==> src/rtl/hk_mash_cfg_pkg.sv <==
// Shared constants for the configurable HK-EFM MASH: LFSR definition,
// order range handling and output width.
package hk_mash_pkg;

    localparam int unsigned      LFSR_W            = 15;
    localparam logic [14:0]      LFSR_SEED_DEFAULT = 15'h4A5F;
    // x^15 + x^14 + 1, Fibonacci form shifting towards the MSB
    localparam int unsigned      LFSR_TAP_A        = 14;
    localparam int unsigned      LFSR_TAP_B        = 13;

    localparam int unsigned      ORD_MIN           = 1;
    localparam int unsigned      ORD_W             = 3;

    function automatic logic [ORD_W-1:0] clamp_order(input logic [ORD_W-1:0] ord,
                                                      input int unsigned      max_ord);
        logic [ORD_W-1:0] r;
        if (ord == '0) begin
            r = ORD_W'(ORD_MIN);
        end else if (32'(ord) > max_ord) begin
            r = ORD_W'(max_ord);
        end else begin
            r = ord;
        end
        return r;
    endfunction

    function automatic int unsigned y_width(input int unsigned max_order);
        return max_order + 1;
    endfunction

endpackage

==> src/rtl/hk_mash_cfg_stage.sv <==
// One HK-EFM first-order accumulator stage with carry history.
// A disabled or cleared stage is forced to all-zero state.
module hk_efm_stage
    import hk_mash_pkg::*;
#(
    parameter int unsigned WIDTH  = 9,
    parameter int unsigned A_GAIN = 2
) (
    input  logic             clk,
    input  logic             rst_n,
    input  logic             en_i,
    input  logic             clr_i,
    input  logic [WIDTH-1:0] in_i,
    output logic [WIDTH-1:0] acc_o,
    output logic             c_o,
    output logic             c_d_o,
    output logic             c_dd_o
);

    typedef logic [WIDTH:0] sum_t;
    localparam sum_t GAIN = sum_t'(A_GAIN);

    logic [WIDTH-1:0] acc_q, acc_d;
    logic             carry_q, carry_d;
    logic             cd1_q, cd1_d;
    logic             cd2_q, cd2_d;
    sum_t             sum;

    always_comb begin
        sum = {1'b0, in_i} + {1'b0, acc_q} + (carry_q ? GAIN : '0);
        if (clr_i || !en_i) begin
            acc_d   = '0;
            carry_d = 1'b0;
            cd1_d   = 1'b0;
            cd2_d   = 1'b0;
        end else begin
            acc_d   = sum[WIDTH-1:0];
            carry_d = sum[WIDTH];
            cd1_d   = carry_q;
            cd2_d   = cd1_q;
        end
    end

    always_ff @(posedge clk or negedge rst_n) begin
        if (!rst_n) begin
            acc_q   <= '0;
            carry_q <= 1'b0;
            cd1_q   <= 1'b0;
            cd2_q   <= 1'b0;
        end else begin
            acc_q   <= acc_d;
            carry_q <= carry_d;
            cd1_q   <= cd1_d;
            cd2_q   <= cd2_d;
        end
    end

    assign acc_o  = acc_q;
    assign c_o    = carry_q;
    assign c_d_o  = cd1_q;
    assign c_dd_o = cd2_q;

endmodule

==> src/rtl/hk_mash_cfg.sv <==
// Run-time order-selectable HK-EFM MASH DDSM with handshaked reload of
// input word and order, optional LSB dither and optional output register.
module hk_mash_cfg
    import hk_mash_pkg::*;
#(
    parameter int unsigned       WIDTH     = 9,
    parameter int unsigned       MAX_ORDER = 3,
    parameter int unsigned       A_GAIN    = 2,
    parameter int unsigned       OUT_REG   = 1,
    parameter int unsigned       DITHER    = 0,
    parameter logic [LFSR_W-1:0] LFSR_SEED = LFSR_SEED_DEFAULT
) (
    input  logic                   clk,
    input  logic                   rst_n,
    input  logic [WIDTH-1:0]       x_i,
    input  logic [2:0]             ord_i,
    input  logic                   ld_i,
    output logic                   ld_ack_o,
    input  logic                   clr_i,
    output logic signed [MAX_ORDER:0] y_o,
    output logic [WIDTH-1:0]       e_o
);

    localparam int unsigned YW = y_width(MAX_ORDER);

    logic [WIDTH-1:0]     x_q, x_d;
    logic [2:0]           ord_q, ord_d;
    logic                 ack_q, ack_d;
    logic                 apply;
    logic [2:0]           ord_req, en_ord;
    logic                 dither;

    logic [WIDTH-1:0]     acc [MAX_ORDER];
    logic [MAX_ORDER-1:0] c_vec, cd1_vec, cd2_vec, stage_en;
    logic [3:0]           c_all, cd1_all, cd2_all;
    logic                 c4_ddd;

    logic signed [7:0]    y_run;
    logic signed [YW-1:0] y_sel;
    logic [WIDTH-1:0]     e_sel;

    // Shrinking the order disables stages on the apply edge itself; growing it
    // keeps the new stages in reset for that edge so they start from zero.
    always_comb begin
        apply   = ld_i && !clr_i;
        ord_req = clamp_order(ord_i, MAX_ORDER);
        en_ord  = ord_q;
        if (apply && (ord_req < ord_q)) en_ord = ord_req;
        x_d     = apply ? x_i : x_q;
        ord_d   = apply ? ord_req : ord_q;
        ack_d   = apply;
    end

    always_ff @(posedge clk or negedge rst_n) begin
        if (!rst_n) begin
            x_q   <= '0;
            ord_q <= 3'(MAX_ORDER);
            ack_q <= 1'b0;
        end else begin
            x_q   <= x_d;
            ord_q <= ord_d;
            ack_q <= ack_d;
        end
    end

    assign ld_ack_o = ack_q;

    if (DITHER != 0) begin : g_lfsr
        logic [LFSR_W-1:0] lfsr_q, lfsr_d;
        always_comb begin
            lfsr_d = clr_i ? LFSR_SEED
                           : {lfsr_q[LFSR_W-2:0], lfsr_q[LFSR_TAP_A] ^ lfsr_q[LFSR_TAP_B]};
        end
        always_ff @(posedge clk or negedge rst_n) begin
            if (!rst_n) lfsr_q <= LFSR_SEED;
            else        lfsr_q <= lfsr_d;
        end
        assign dither = lfsr_q[0];
    end else begin : g_no_lfsr
        assign dither = 1'b0;
    end

    for (genvar k = 0; k < MAX_ORDER; k++) begin : g_stage
        logic [WIDTH-1:0] in_k;
        if (k == 0) begin : g_first
            assign in_k = x_q + {{(WIDTH-1){1'b0}}, dither};
        end else begin : g_chain
            assign in_k = acc[k-1];
        end
        assign stage_en[k] = (32'(en_ord) > k);
        hk_efm_stage #(
            .WIDTH  (WIDTH),
            .A_GAIN (A_GAIN)
        ) u_stage (
            .clk    (clk),
            .rst_n  (rst_n),
            .en_i   (stage_en[k]),
            .clr_i  (clr_i),
            .in_i   (in_k),
            .acc_o  (acc[k]),
            .c_o    (c_vec[k]),
            .c_d_o  (cd1_vec[k]),
            .c_dd_o (cd2_vec[k])
        );
    end

    if (MAX_ORDER == 4) begin : g_c4_d3
        logic c4_d3_q, c4_d3_d;
        always_comb c4_d3_d = (clr_i || !stage_en[3]) ? 1'b0 : cd2_vec[3];
        always_ff @(posedge clk or negedge rst_n) begin
            if (!rst_n) c4_d3_q <= 1'b0;
            else        c4_d3_q <= c4_d3_d;
        end
        assign c4_ddd = c4_d3_q;
    end else begin : g_no_c4_d3
        assign c4_ddd = 1'b0;
    end

    function automatic logic signed [7:0] b2s(input logic b);
        return {7'b0, b};
    endfunction

    always_comb begin
        c_all   = '0;
        cd1_all = '0;
        cd2_all = '0;
        c_all[MAX_ORDER-1:0]   = c_vec;
        cd1_all[MAX_ORDER-1:0] = cd1_vec;
        cd2_all[MAX_ORDER-1:0] = cd2_vec;
        y_run = '0;
        y_sel = '0;
        e_sel = '0;
        for (int unsigned k = 0; k < MAX_ORDER; k++) begin
            case (k)
                0: y_run = y_run + b2s(c_all[0]);
                1: y_run = y_run + b2s(c_all[1]) - b2s(cd1_all[1]);
                2: y_run = y_run + b2s(c_all[2]) - 8'sd2 * b2s(cd1_all[2]) + b2s(cd2_all[2]);
                default: y_run = y_run + b2s(c_all[3]) - 8'sd3 * b2s(cd1_all[3])
                                 + 8'sd3 * b2s(cd2_all[3]) - b2s(c4ddd_w());
            endcase
            if (k + 1 == 32'(ord_q)) begin
                y_sel = y_run[YW-1:0];
                e_sel = acc[k];
            end
        end
    end

    function automatic logic c4ddd_w();
        return c4_ddd;
    endfunction

    if (OUT_REG != 0) begin : g_out_reg
        logic signed [YW-1:0] y_q, y_d;
        logic [WIDTH-1:0]     e_q, e_d;
        always_comb begin
            y_d = clr_i ? '0 : y_sel;
            e_d = clr_i ? '0 : e_sel;
        end
        always_ff @(posedge clk or negedge rst_n) begin
            if (!rst_n) begin
                y_q <= '0;
                e_q <= '0;
            end else begin
                y_q <= y_d;
                e_q <= e_d;
            end
        end
        assign y_o = y_q;
        assign e_o = e_q;
    end else begin : g_out_comb
        assign y_o = y_sel;
        assign e_o = e_sel;
    end

endmodule

==> config.mk <==
export PLATFORM = sky130hd
export DESIGN_NAME = hk_mash_cfg
export DESIGN_NICKNAME = d
export VERILOG_FILES = /design/src/rtl/hk_mash_cfg_pkg.sv /design/src/rtl/hk_mash_cfg_stage.sv /design/src/rtl/hk_mash_cfg.sv
export SDC_FILE = /design/constraint.sdc
export NUM_CORES = 1
export LEC_CHECK = 0
export BUFFER_PORTS_ARGS = -buffer_cell sky130_fd_sc_hd__buf_2
export CORE_UTILIZATION = 60
export DETAILED_ROUTE_END_ITERATION = 8
export GPL_ROUTABILITY_DRIVEN = 0
export GPL_TIMING_DRIVEN = 0
export PLACE_DENSITY_LB_ADDON = 0.08
export SLEW_MARGIN = 5
export SYNTH_ARGS = -nofsm -noshare
export SYNTH_HDL_FRONTEND = slang
export SYNTH_SLANG_ARGS = --single-unit
==> constraint.sdc <==
create_clock -name clk -period 3 [get_ports clk]
set_input_delay 0.9 -clock clk [delete_from_list [all_inputs] [get_ports clk]]
set_output_delay 0.9 -clock clk [all_outputs]
set_load 0.05 [all_outputs]
; After elaboration in Yosys (flattened, before gate mapping)
; Index checks and enable logic that the tools add are counted.
[classes]
order_cmp = 5
n_reduce_logical = 10
eq_ne = 3
add_sub_neg = 11
mux = 23
[ops]
columns = cell, count
row1 = $mux 9, 7
row2 = $add 10x10->10, 3
row3 = $add 9x9->10, 3
row4 = $mux 4, 3
row5 = $mux 3, 3
row6 = $mux 1, 7
row7 = $eq 2x3->1 const A, 2
row8 = $gt 3x1->1 const B, 2
row9 = $gt 3x2->1 const B, 2
row10 = $mux 2, 3
row11 = $add 3x2->4, 1
row12 = $add 4x2->4, 1
row13 = $logic_not 1->1, 4
row14 = $sub 4x3->4, 1
row15 = $eq 1x3->1 const A, 1
row16 = $logic_not 3->1, 1
row17 = $logic_or 1x1->1, 3
row18 = $lt 3x3->1, 1
row19 = $sub 2x1->3, 1
row20 = $add 1x1->2, 1
row21 = $logic_and 1x1->1, 2
[word_totals]
reg_bits = 59
input_bits = 16
elab_cells = 66
output_inout_bits = 14

; Depth between registers and ports, before layout
[logic_depth]
word_depth = 10
ltp_mapped = 12
mapped_depth_nobuf = 12

; By module
; A second synthesis with hierarchy kept.
[hier_totals]
hier_cells = 391
hier_area_um2 = 4045.1
[by_module_without_submodules]
columns = module, seq_area_each_um2, cells_per_inst, n_inst, area_per_inst_um2
row1 = hk_efm_stage (g_stage[0].u_stage ...), 300.3, 85, 2, 878.3
row2 = hk_mash_cfg, 653.1, 135, 1, 1403.8
row3 = hk_efm_stage (g_stage[1].u_stage), 300.3, 86, 1, 884.6

; Least setup slack after synthesis
; OpenSTA, ideal clock, no wires.
[synth_timing]
kind = reg2reg
start = reg g_stage[1].u_stage.acc_q[1]
end = reg g_stage[1].u_stage.acc_q[7]
t_required_ns = 2.873
setup_time_ns = 0.127
arrival_time_ns = 2.345
synth_period_minus_slack_ns = 2.472
n_path_buf = 0
stages_incl_launch_ff = 9
path_slack_ns = 0.528
cell_sequence = dfrtp_1 fa_1 ha_1 fa_1 a211oi_1 o21bai_1 a21oi_1 xor2_1 nor2_1
[synth_via]
elab_chain_cells = 3
[synth_rtl]
columns = element, line
row1 = "start, declared", hk_mash_cfg_stage.sv:23  ; logic [WIDTH-1:0] acc_q, acc_d;
row2 = "start signal, assigned", hk_mash_cfg_stage.sv:46  ; acc_q <= '0;
row3 = "start signal, assigned", hk_mash_cfg_stage.sv:51  ; acc_q <= acc_d;
row4 = $add 9x9->10, hk_mash_cfg_stage.sv:30  ; sum = {1'b0, in_i} + {1'b0, acc_q} + (carry_q ? GAIN : '0);
row5 = $add 10x10->10, hk_mash_cfg_stage.sv:30
row6 = $mux 9, hk_mash_cfg_stage.sv:31  ; if (clr_i || !en_i) begin
row7 = net g_stage[1].u_stage.acc_d[7], hk_mash_cfg_stage.sv:23
; The timed path passes the listed nets, and every way through them passes these cells.
; A chain may end at the register's enable or synchronous reset.

; Worst setup path in the final report
[layout_timing]
start = reg g_stage[1].u_stage.acc_q[1]
end = reg g_stage[2].u_stage.acc_q[7]
[layout_via]
elab_chain_cells = 3
[layout_rtl]
columns = element, line
row1 = $add 9x9->10, hk_mash_cfg_stage.sv:30
row2 = $add 10x10->10, hk_mash_cfg_stage.sv:30
row3 = $mux 9, hk_mash_cfg_stage.sv:31
row4 = net g_stage[2].u_stage.acc_d[7], hk_mash_cfg_stage.sv:23
row5 = "end signal, assigned", hk_mash_cfg_stage.sv:46
row6 = "end signal, assigned", hk_mash_cfg_stage.sv:51
row7 = "end, declared", hk_mash_cfg_stage.sv:23
; The timed path passes the listed nets, and every way through them passes these cells.

==> run metrics <==
status finished with violations; failing checks design-rule violations; combinational group share of total power about two fifths; Flop pwr share 35.6%; antenna viol nets, final 0; Synth async-reset ratio 100%; total gr overflow 0; cell row count 28; hpwl dp about 5400 um; final hold violations 0; 1st-iter DRT viols ~150; Worst-Margin Slew between 0.7 and 0.8 ns; Static Leak 2.08 nW; Synth Flop Type dfrtp_1; number of global-route vias before repair roughly 2700; drt wl/cell 14.9 um; Peak VDD IR ~0.43 mV; Worst Setup Path Type reg2reg; Skew-Pair Late Insertion Delay about 0.34 ns; Die Wd around 80 um; syn_nets between 400 and 500; Gate Count Post-Synth between 300 and 400; Final Skew between 0.008 and 0.009 ns; core footprint ~5900 um^2; FMAX 366 MHz; commonest non-fill, non-tap cells in the layout dfrtp_1, ha_1, nor2_1; Sink Count just under 60; Avg Inst Size Synth approximately 10 um^2; sequential area share after synthesis approximately 40%; Psw 1.11 mW; Post-Layout Cell Count 469; post-layout min period 2.73 ns; first-pass GRT wire length 12300 um; Final Setup Violations 0; clock root buffer clkbuf_8; Cells after DPL about 450; die area about 6400 um^2; Internal 1.87 mW; H-tree depth 3; switch share a little under two fifths; # IOs 30; commonest non-fill, non-tap cell in the layout dfrtp_1; post-route setup slack ~0.27 ns; antenna violations before repair 0; post-cts resize count 0; CTS max path bufs 2; Clock power frac between 20% and 30%; Area Growth Syn to Fin 11.9%; Detailed Route WL approximately 7000 um; Overall Global Routing Usage about a quarter; Cell Pwr Density ~730 nW/um^2; CP Capture Type flop; crit start category flop; ant diodes 0; largest cells by area after synthesis dfrtp_1, ha_1, nor2_1, fa_1, a21oi_1; DRC 1; # port buffers 29; final period utilization between 90% and 100%; area leader, netlist dfrtp_1; Hold Path Class reg2reg; TritonCTS clock tree done; Place WS between 0.1 and 0.15 ns; worst-path fanout max 3; Starting Density between 60% and 70%; clk slew on worst S/H paths about 0.060 ns; Setup TNS Final 0 ns; Distinct cells, synth 37; Pwr Total 2.99 mW; required time worst endpoint ~3.2 ns; Post-CTS Hold Fix Bufs 0; routed vias/inst 5.56; Post-synth EDFFs 0; Data arrival, critical path 2.95 ns; die height between 80 and 90 um; area share of the largest cell type after synthesis between 30% and 40%; flops & latches, synth between 50 and 60; Pins Over Slew Limit 0; yosys warns 0; largest net degree at the start of global routing 60; nets@finish 470; RSZ-0062 raised after global routing no; Mapped Area approximately 3700 um^2; Rel. slew slack between 50% and 60%; CTS buffer count 9; drt pass-1 iters 6; Post-CTS Setup Repair Bufs 0; max-cap violations 0; routed vias around 2600; layout cells sized above 1 15.5%
==> flip-flops by register name (all words and copies together), names as in the netlist <==
register	count
ld_ack_o	1
ord_q	3
g_stage.u_stage.c_o	3
g_stage.u_stage.c_dd_o	1
g_stage.u_stage.c_d_o	2
x_q	9
g_stage.u_stage.acc_o	27
e_o	9
y_o	4
==> Yosys cell counts, types with 7 or more instances <==
cell,number
dfrtp_1,57
ha_1,56
nor2_1,55
a21oi_1,25
inv_1,15
a211oi_1,14
o21ai_0,11
mux2_2,9
nor4_1,9
fa_1,8
o21a_1,8
xnor2_1,8
xor2_1,8
clkbuf_1,7
nor3_1,7
==> layer usage <==
layer | share of wire [%] | vias up | track usage [%]
li1 | - | 1324 | -
met1 | 50 | 1233 | 35.0
met2 | 45 | 38 | 40.0
met3 | 2.2 | 14 | 4.55
met4 | 2.4 | 0 | 11.6
met5 | 0 | - | 0
==> cell type report <==
cell class	instances	area, um^2
buffer	9	38.8
clock buffer	13	159
fill	471	1790
clock inverter	2	35.0
timing repair buffer	29	148
inverter	15	56.3
tap	75	93.8
sequential	59	1480
multi-input combinational	267	2080
==> kinds of logic after synthesis <==
family,synth area share [%]
adder cells (fa/ha/maj),23.5
buffers and inverters,2.60
AND/OR/NAND/NOR,11.8
AO/OA/AOI/OAI,14.9
other,0.103
multiplexers,2.77
flip-flops,40.4
XOR/XNOR,3.83
==> power by group through the flow <==
stage | combinational [mW] | sequential (mW) | clock [mW]
after floorplan | 0.878 | 1.12 | 0
after global routing | 1.37 | 1.08 | 0.776
final | 1.20 | 1.06 | 0.728
after CTS | 1.20 | 1.06 | 0.740
after global placement | 1.15 | 1.07 | 0
after detailed placement | 1.19 | 1.08 | 0
==> final timing paths <==
kind | start | slack (ns) | to | cells after the start
hold / removal | x_q[2] | 0.51 | x_q[2] | 1
setup / recovery | g_stage[1].u_stage.acc_o[1] | 0.27 | g_stage[2].u_stage.acc_o[7] | 8
min in group asynchronous | rst_n | 0.63 | e_o[3] | 1
max in group asynchronous | rst_n | 1.87 | x_q[3] | 1
hold reg to reg | x_q[2] | 0.51 | x_q[2] | 1
setup reg to reg | g_stage[1].u_stage.acc_o[1] | 0.27 | g_stage[2].u_stage.acc_o[7] | 8
==> critical path, cell delays in order (launching register included) <==
cell and delay (ns):
dfrtp_1 0.46, fa_1 0.51, ha_1 0.26, fa_1 0.43, a211oi_1 0.43, o21bai_1 0.13
a21oi_1 0.19, xor2_1 0.15, nor2_1 0.06
==> stage by stage <==
stage | area [um^2] | hold WS [ns] | utilization [%]
after global routing | 4090 | 0.534 | 69.5
after global placement | 3900 | 0.498 | 66.2
after CTS | 4090 | 0.514 | 69.5
final | 4090 | 0.508 | 69.5
after floorplan | 3660 | 0.485 | -
after detailed placement | 3900 | 0.501 | 66.2
Power figures use the tool's default switching activity.
